`src/rtl/esn_seq_ctrl.sv`:
```
// esn_seq_ctrl: ESN washout/train/test sequencer; optional WAIT timeout via ESN_CTRL_TIMEOUT_EN
module esn_seq_ctrl #(
  parameter int ADDR_W    = 6,
  parameter int N_SAMPLES = 64,
  parameter int WASHOUT   = 8,
  parameter int N_EPOCHS  = 4,
  parameter int EPOCH_W   = 3,
  parameter int TIMEOUT   = 255
) (
  input  logic               clk,
  input  logic               rst_N,
  input  logic               start,
  input  logic               abort,
  input  logic               res_ack,
  output logic               res_step,
  output logic [ADDR_W-1:0]  addr,
  output logic               rd_ce,
  output logic               rd_learn,
  output logic [1:0]         phase,
  output logic [EPOCH_W-1:0] epoch,
  output logic               busy,
  output logic               done,
  output logic               err
);
  localparam logic [1:0] P_IDLE = 2'd0, P_WASH = 2'd1, P_TRAIN = 2'd2, P_TEST = 2'd3;
  localparam logic [1:0] S_STEP = 2'd0, S_WAIT = 2'd1, S_COMMIT = 2'd2;
  localparam logic [ADDR_W-1:0] A_LAST = ADDR_W'(N_SAMPLES - 1);
  localparam logic [ADDR_W-1:0] A_WASH = ADDR_W'(WASHOUT);
  localparam logic [ADDR_W-1:0] W_LAST = ADDR_W'(WASHOUT - 1);
  localparam logic [EPOCH_W-1:0] E_LAST = EPOCH_W'(N_EPOCHS - 1);
  logic [1:0] rs_q, rs_d;
  logic rst_s_n;
  logic [1:0] phase_q, phase_d, sub_q, sub_d;
  logic [ADDR_W-1:0] addr_q, addr_d;
  logic [EPOCH_W-1:0] epoch_q, epoch_d;
  logic last;
`ifdef ESN_CTRL_TIMEOUT_EN
  localparam int CNT_W = $clog2(TIMEOUT + 1);
  localparam logic [CNT_W-1:0] T_LAST = CNT_W'(TIMEOUT - 1);
  logic [CNT_W-1:0] cnt_q, cnt_d;
  logic err_q, err_d;
`endif
  // reset synchronizer: asserts asynchronously, releases on the second clock edge
  always_comb rs_d = {rs_q[0], 1'b1};
  always_ff @(posedge clk or negedge rst_N)
    if (!rst_N) rs_q <= '0;
    else rs_q <= rs_d;
  assign rst_s_n = rs_q[1];
  assign last = addr_q == A_LAST;
  // next-state: abort first, then IDLE start, then per-sample STEP/WAIT/COMMIT walk
  always_comb begin
    phase_d = phase_q;
    sub_d   = sub_q;
    addr_d  = addr_q;
    epoch_d = epoch_q;
`ifdef ESN_CTRL_TIMEOUT_EN
    cnt_d = cnt_q;
    err_d = err_q;
`endif
    if (abort) begin
      phase_d = P_IDLE;
      sub_d   = S_STEP;
      addr_d  = '0;
      epoch_d = '0;
    end else if (phase_q == P_IDLE) begin
      if (start) phase_d = (WASHOUT == 0) ? P_TRAIN : P_WASH;
    end else if (sub_q == S_STEP) begin
      sub_d = S_WAIT;
`ifdef ESN_CTRL_TIMEOUT_EN
      cnt_d = '0;
`endif
    end else if (sub_q == S_WAIT) begin
      if (res_ack) sub_d = S_COMMIT;
`ifdef ESN_CTRL_TIMEOUT_EN
      else if (cnt_q == T_LAST) begin
        phase_d = P_IDLE;
        sub_d   = S_STEP;
        addr_d  = '0;
        epoch_d = '0;
        err_d   = 1'b1;
      end else cnt_d = cnt_q + 1'b1;
`endif
    end else begin
      sub_d  = S_STEP;
      addr_d = last ? A_WASH : addr_q + 1'b1;
      if (phase_q == P_WASH && addr_q == W_LAST) phase_d = P_TRAIN;
      else if (phase_q == P_TRAIN && last) begin
        if (epoch_q == E_LAST) phase_d = P_TEST;
        else epoch_d = epoch_q + 1'b1;
      end else if (phase_q == P_TEST && last) begin
        phase_d = P_IDLE;
        addr_d  = '0;
        epoch_d = '0;
      end
    end
  end
  // state registers
  always_ff @(posedge clk or negedge rst_s_n)
    if (!rst_s_n) begin
      phase_q <= P_IDLE;
      sub_q   <= S_STEP;
      addr_q  <= '0;
      epoch_q <= '0;
    end else begin
      phase_q <= phase_d;
      sub_q   <= sub_d;
      addr_q  <= addr_d;
      epoch_q <= epoch_d;
    end
`ifdef ESN_CTRL_TIMEOUT_EN
  // WAIT watchdog and sticky error flag
  always_ff @(posedge clk or negedge rst_s_n)
    if (!rst_s_n) begin
      cnt_q <= '0;
      err_q <= 1'b0;
    end else begin
      cnt_q <= cnt_d;
      err_q <= err_d;
    end
  assign err = err_q;
`else
  assign err = 1'b0;
`endif
  assign busy     = phase_q != P_IDLE;
  assign res_step = busy && sub_q == S_STEP;
  assign rd_ce    = sub_q == S_COMMIT && (phase_q == P_TRAIN || phase_q == P_TEST);
  assign rd_learn = sub_q == S_COMMIT && phase_q == P_TRAIN;
  assign done     = sub_q == S_COMMIT && phase_q == P_TEST && last && !abort;
  assign addr     = addr_q;
  assign phase    = phase_q;
  assign epoch    = epoch_q;
endmodule
```
`config.mk`:
```
export PLATFORM = sky130hd
export DESIGN_NAME = esn_seq_ctrl
export DESIGN_NICKNAME = d
export VERILOG_FILES = /design/src/rtl/esn_seq_ctrl.sv
export SDC_FILE = /design/constraint.sdc
export NUM_CORES = 1
export LEC_CHECK = 0
export CORE_MARGIN = 2
export CORE_UTILIZATION = 31
export DETAILED_ROUTE_END_ITERATION = 12
export PLACE_DENSITY = 0.63
export SLEW_MARGIN = 20
export SYNTH_ARGS = -nofsm -noshare
export SYNTH_HDL_FRONTEND = slang
export SYNTH_SLANG_ARGS = --single-unit
export TNS_END_PERCENT = 5
```
`constraint.sdc`:
```
create_clock -name clk -period 1.64 [get_ports clk]
set_input_delay 0.492 -clock clk [delete_from_list [all_inputs] [get_ports clk]]
set_output_delay 0.492 -clock clk [all_outputs]
set_load 0.05 [all_outputs]
```
==> results of run 1 <==
-- state kept, by name (all words and copies together), names as in the netlist --
signal,flops
addr,6
epoch,3
phase,2
rs_q,2
sub_q,2
-- per-stage QoR --
step | util, % | setup slack (ns) | hold slack [ns]
3_5_place_dp | 54.9 | -0.272 | 0.232
6_report | 56.2 | -0.375 | 0.210
4_1_cts | 56.1 | -0.398 | 0.235
5_1_grt | 56.2 | -0.470 | 0.274
3_3_place_gp | 54.9 | -0.293 | 0.227
2_1_floorplan | - | -0.637 | 0.160
-- power by group --
part | leakage, nW | internal [mW] | total (mW) | switching, mW
logic | 0.370 | 0.0402 | 0.0990 | 0.0588
registers | 0.195 | 0.377 | 0.390 | 0.0134
clock network | 0.0150 | 0.0943 | 0.210 | 0.116
-- worst max-delay path by stage --
stage	endpoint	slack (ns)	cells past startpoint
floorplan	done	-0.64	4
global placement	done	-0.29	3
detailed placement	done	-0.27	3
CTS	done	-0.40	5
global route	done	-0.47	5
finish	done	-0.37	5
-- cell families (layout without fill, tap and decap cells) --
logic type               count (synthesis)  after routing  share of synthesized area (%)
AO/OA/AOI/OAI                           19             19                           16.0
XOR/XNOR                                 2              2                           2.07
adder cells (fa/ha/maj)                  3              3                           4.43
buffers and inverters                    9             47                           4.58
flip-flops                              15             15                           44.3
other                                    2              2                          0.887
AND/OR/NAND/NOR                         42             42                           27.8
-- per-layer routing --
metal | up-vias | wire length (µm) | GRT usage, %
li1 | 407 | - | -
met1 | 376 | 984 | 20.7
met2 | 18 | 1000 | 22.9
met3 | 4 | 86 | 2.53
met4 | 0 | 25 | 5.10
met5 | - | 0 | 0
-- worst max-delay path, cell delays in order, from the launching register on --
cell and delay [ns]:
dfrtp_2 0.39, ha_4 0.13, and3_4 0.17, nand4_1 0.14, nor4_4 0.23, buf_12 0.18
-- cell type report --
class,instances,area [µm²],area share [%]
multi-input cells,68,478,33.7
repair buffers,38,474,33.5
well taps,30,37.5,2.65
flip-flops and latches,15,382,26.9
inverters,5,18.8,1.33
clock buffers,4,26.3,1.86
-- layout by cell type (no fill, tap or decap), drive strengths merged, types with 2 or more instances in the layout --
| cell type | netlist | final |
|---|---|---|
| inv | 5 | 5 |
| and3 | 4 | 4 |
| nor4 | 3 | 3 |
| buf | 2 | 34 |
| nand2 | 11 | 11 |
| conb | 2 | 2 |
| ha | 3 | 3 |
| nand4 | 2 | 2 |
| or4 | 3 | 3 |
| clkbuf | 2 | 4 |
| nor3 | 3 | 3 |
| xor2 | 2 | 2 |
| dfrtp | 15 | 15 |
| clkdlybuf4s50 | 0 | 4 |
| a21oi | 11 | 11 |
| nor2 | 9 | 9 |
-- timing repair --
action	in CTS	in global routing
hold buffers	0	0
pin swaps	4	0
resized for setup	2	1
setup endpoints to repair	10	11
==> flow_metrics.tcl, run 1 <==
set metrics [dict create \
    rows 18 \
    clk_pin_slew_worst_paths_ns 0.09 \
    dp_hpwl_um 1650 \
    cts_buffers 3 \
    postSynthCellCount 92 \
    num-fill-cells 228 \
    postCtsSetupBuffers 0 \
    stdcell_area_mm2 0.00142 \
    ys_seq_elements 15 \
    synth-edff-count 0 \
    layout_setup_ws_ns -0.375 \
    place_inst 156 \
    finalHoldViolCount 0 \
    crit_required_ns 1.15 \
    max_freq_ghz 0.496 \
    area_delta_synth_final_pct 67.2 \
    die_w_um 56.3 \
    crit_type "reg2out" \
    vias_per_cell 5.03 \
    die-area_mm2 0.00317 \
    hp-class "reg2async" \
    rsz0062_at_grt "yes" \
    core_mm2 0.00252 \
    wire_per_inst_um 13.1 \
    outcome "finished, violations left" \
    violations "negative setup slack" \
    grt_pass1_wl_um 3730 \
    worstPathArrival_ns 1.52 \
    synthTopCellsByArea "dfrtp_1 (44%), a21oi_1 (6.5%), ha_1 (4.4%)" \
    place_congestion 0.843 \
    ys_top_cells_by_count "dfrtp_1 (15), a21oi_1 (11), nand2_1 (10), nor2_1 (9), inv_1 (5)" \
    ys_warn_count 0 \
    vias 805 \
    end_kind "output port" \
    leakage_nw 0.580 \
    r2r_cells 6 \
    diodes 0 \
    tns_ns -1.13 \
    ys_async_sr_fraction_pct 100 \
    avgSynthCellArea_um2 9.21 \
    power_mw 0.699 \
    antenna_found_initial 0 \
    die_h_um 56.3 \
    dpl-instance-area_mm2 0.00138 \
    grt_pass1_vias 809 \
    grt_max_degree 15 \
    relSlewSlack_pct 65.8 \
    ff2ff_setup_slack_ns -0.03 \
    port_buffers 20 \
    min_period_ns 2.01 \
    setup_viol 6 \
    drt_iter0_markers 15 \
    h-tree-depth 1 \
    grt_use_total_pct 14.7 \
    synth_cell_types 33 \
    clk_latency_ns 0.28 \
    max-cap-violations 0 \
    instances_no_fill 160 \
    power_density_mw_per_mm2 494 \
    final_antenna_net_count 0 \
    synth_top_cell_area_share_pct 44.3 \
    routed_wl_um 2100 \
    reg2reg_to "epoch[1]" \
    clock_path_buffers 2 \
    period_share_pct 123 \
    yosysMostFrequentCell "dfrtp_1" \
    drv_slew 0 \
    clock-sinks 15 \
    start_kind "register" \
    critPathLaunch "addr[0]" \
    nets 139 \
    drtPass1Iterations 4 \
    yosys_most_used_dff "dfrtp_1" \
    cp_max_fo 2 \
    tightest_slew_ns 0.514 \
    synth_fp_nets 100 \
    peakVddDrop_uv 566 \
    yosys.area.top_type "dfrtp_1" \
    initial_core_util_pct 33.6 \
    clockRootBuffer "clkbuf_4" \
    drc 0 \
    r2r-start "addr[0]" \
    drive_gt1_share_pct 40.8 \
    ys_seq_area_share_pct 44.3 \
    overflow 0 \
    synth.cell_area_um2 847 \
    skew_ns 0.00376 \
    io_pins 22 \
    cts_tree "done" \
]
No activity file was read; power rests on OpenSTA's default activity.
==> run 2: changes to the inputs <==
- CORE_UTILIZATION: 31 -> 47
- PLACE_DENSITY: 0.63 -> 0.85
==> run 2 against run 1 <==
The flow still finishes with violations (negative setup slack). Clock power up 6%. Sequential power about the same. Global-route usage up 14 points. Clock-buffer cell count down 1. Sequential share of layout area down 1.1 points. Sequential cell count unchanged. Non-clock buffer count up 2. Setup slack worse by 0.10 ns. Maximum frequency down 4.8%. Utilization up 30 points. Cell count down 1.9%.
==> flow_metrics.tcl, run 2 (synthesized netlist as in run 1, its figures left out) <==
set metrics [dict create \
    outcome "finished, violations left" \
    violations "negative setup slack" \
    end_kind "output port" \
    reg2reg_to "addr[0]" \
    power_density_mw_per_mm2 486 \
    dp_hpwl_um 1670 \
    h-tree-depth 1 \
    area_delta_synth_final_pct 74.6 \
    clock-sinks 15 \
    initial_core_util_pct 49.6 \
    core_mm2 0.00171 \
    setup_viol 9 \
    port_buffers 20 \
    start_kind "register" \
    worst_path_max_delay_cell "dfrtp_2" \
    rows 15 \
    drc 0 \
    r2r_cells 7 \
    drtPass1Iterations 4 \
    nets 141 \
    fin_util_pct 86.6 \
    diodes 0 \
    vias 901 \
    ff2ff_setup_slack_ns -0.15 \
    min_period_ns 2.12 \
    largest_reg_flops 6 \
    cts_tree "done" \
    max_freq_ghz 0.472 \
    peakVddDrop_uv 551 \
    finalHoldViolCount 0 \
    drive_gt1_share_pct 49.2 \
    grt_max_degree 15 \
    rsz0062_at_grt "yes" \
    critPathMaxStageDelay_ns 0.41 \
    worst-path-buf-inv 1 \
    layout_common_cells "buf_4 (18), buf_12 (14), nand2_1 (9), dfrtp_1 (9), a21oi_1 (8)" \
    final_antenna_net_count 0 \
    layout_setup_ws_ns -0.477 \
    drt_iter0_markers 43 \
    cpLargestDelayFamily "simple AND/OR/NAND/NOR gates" \
    clock_path_buffers 2 \
    drv_slew 0 \
    final_common_cell "buf_4" \
    crit_required_ns 1.15 \
    leakage_nw 0.594 \
    worstPathArrival_ns 1.62 \
    skew_ns 0.00703 \
    clk_pin_slew_worst_paths_ns 0.10 \
    vias_per_cell 5.74 \
    die_w_um 46.5 \
    die_h_um 46.5 \
    period_share_pct 129 \
    grt_use_total_pct 28.5 \
    grt_pass1_wl_um 4210 \
    routed_wl_um 2600 \
    cp_max_fo 2 \
    die-area_mm2 0.00216 \
    clockRootBuffer "clkbuf_4" \
    path_cells "ha_4 -> and3_4 -> nand4_1 -> nor4_4 -> buf_12" \
    overflow 0 \
    grt_pass1_vias 919 \
    r2r-start "addr[1]" \
    tightest_slew_ns 0.559 \
    clk_latency_ns 0.30 \
    wire_per_inst_um 16.5 \
    finalHoldWorstSlack_ns 0.225 \
    hp-class "reg2async" \
    crit_type "reg2out" \
    place_congestion 0.838 \
    hold_buffers 0 \
    tns_ns -1.39 \
    antenna_found_initial 0 \
    relSlewSlack_pct 62.8 \
    cts_buffers 3 \
    max-cap-violations 0 \
    io_pins 22 \
]
-- run 2: area by class of cell --
type,instances,area (µm²)
clock inverter,1,5.00
multi-input combinational,68,518
inverter,5,18.8
fill,77,229
clock buffer,3,22.5
tap,25,31.3
timing repair buffer,40,500
sequential,15,383
-- run 2: worst max path at each step --
stage,startpoint,depth (start not counted),slack (ns),to
after floorplan,addr[1],4,-0.64,done
after detailed placement,addr[1],5,-0.30,done
after global placement,abort,3,-0.28,done
after CTS,addr[1],5,-0.54,done
final,addr[1],5,-0.48,done
after global routing,addr[1],5,-0.51,done
-- run 2: repair_timing --
| item | in CTS | in global routing |
|---|---|---|
| cloned | 0 | 0 |
| pin swaps | 5 | 3 |
| gates resized for setup | 12 | 5 |
| setup endpoints to repair | 8 | 10 |
| buffers inserted | 2 | 2 |
-- run 2: layer usage --
layer  GRT usage, %  routed length, µm  vias to the layer above
li1               -                  -                      409
met1           36.3               1040                      436
met2           44.7               1320                       45
met3           5.10                146                       11
met4           17.1                 97                        0
met5              0                  0                        -
-- run 2: stage by stage --
step	std cells	worst slack [ns]	area, µm²	power (mW)
floorplan	92	-0.637	896	0.449
global placement	149	-0.283	1360	0.490
detailed placement	149	-0.304	1360	0.493
CTS	155	-0.539	1440	0.720
global route	157	-0.506	1480	0.742
finish	157	-0.477	1480	0.719
-- run 2: power breakdown --
| part | internal [mW] | leakage (nW) | switching (mW) | total (mW) |
|---|---|---|---|---|
| combinational | 0.0414 | 0.384 | 0.0623 | 0.104 |
| clock | 0.0910 | 0.0177 | 0.132 | 0.223 |
| sequential | 0.377 | 0.193 | 0.0155 | 0.392 |
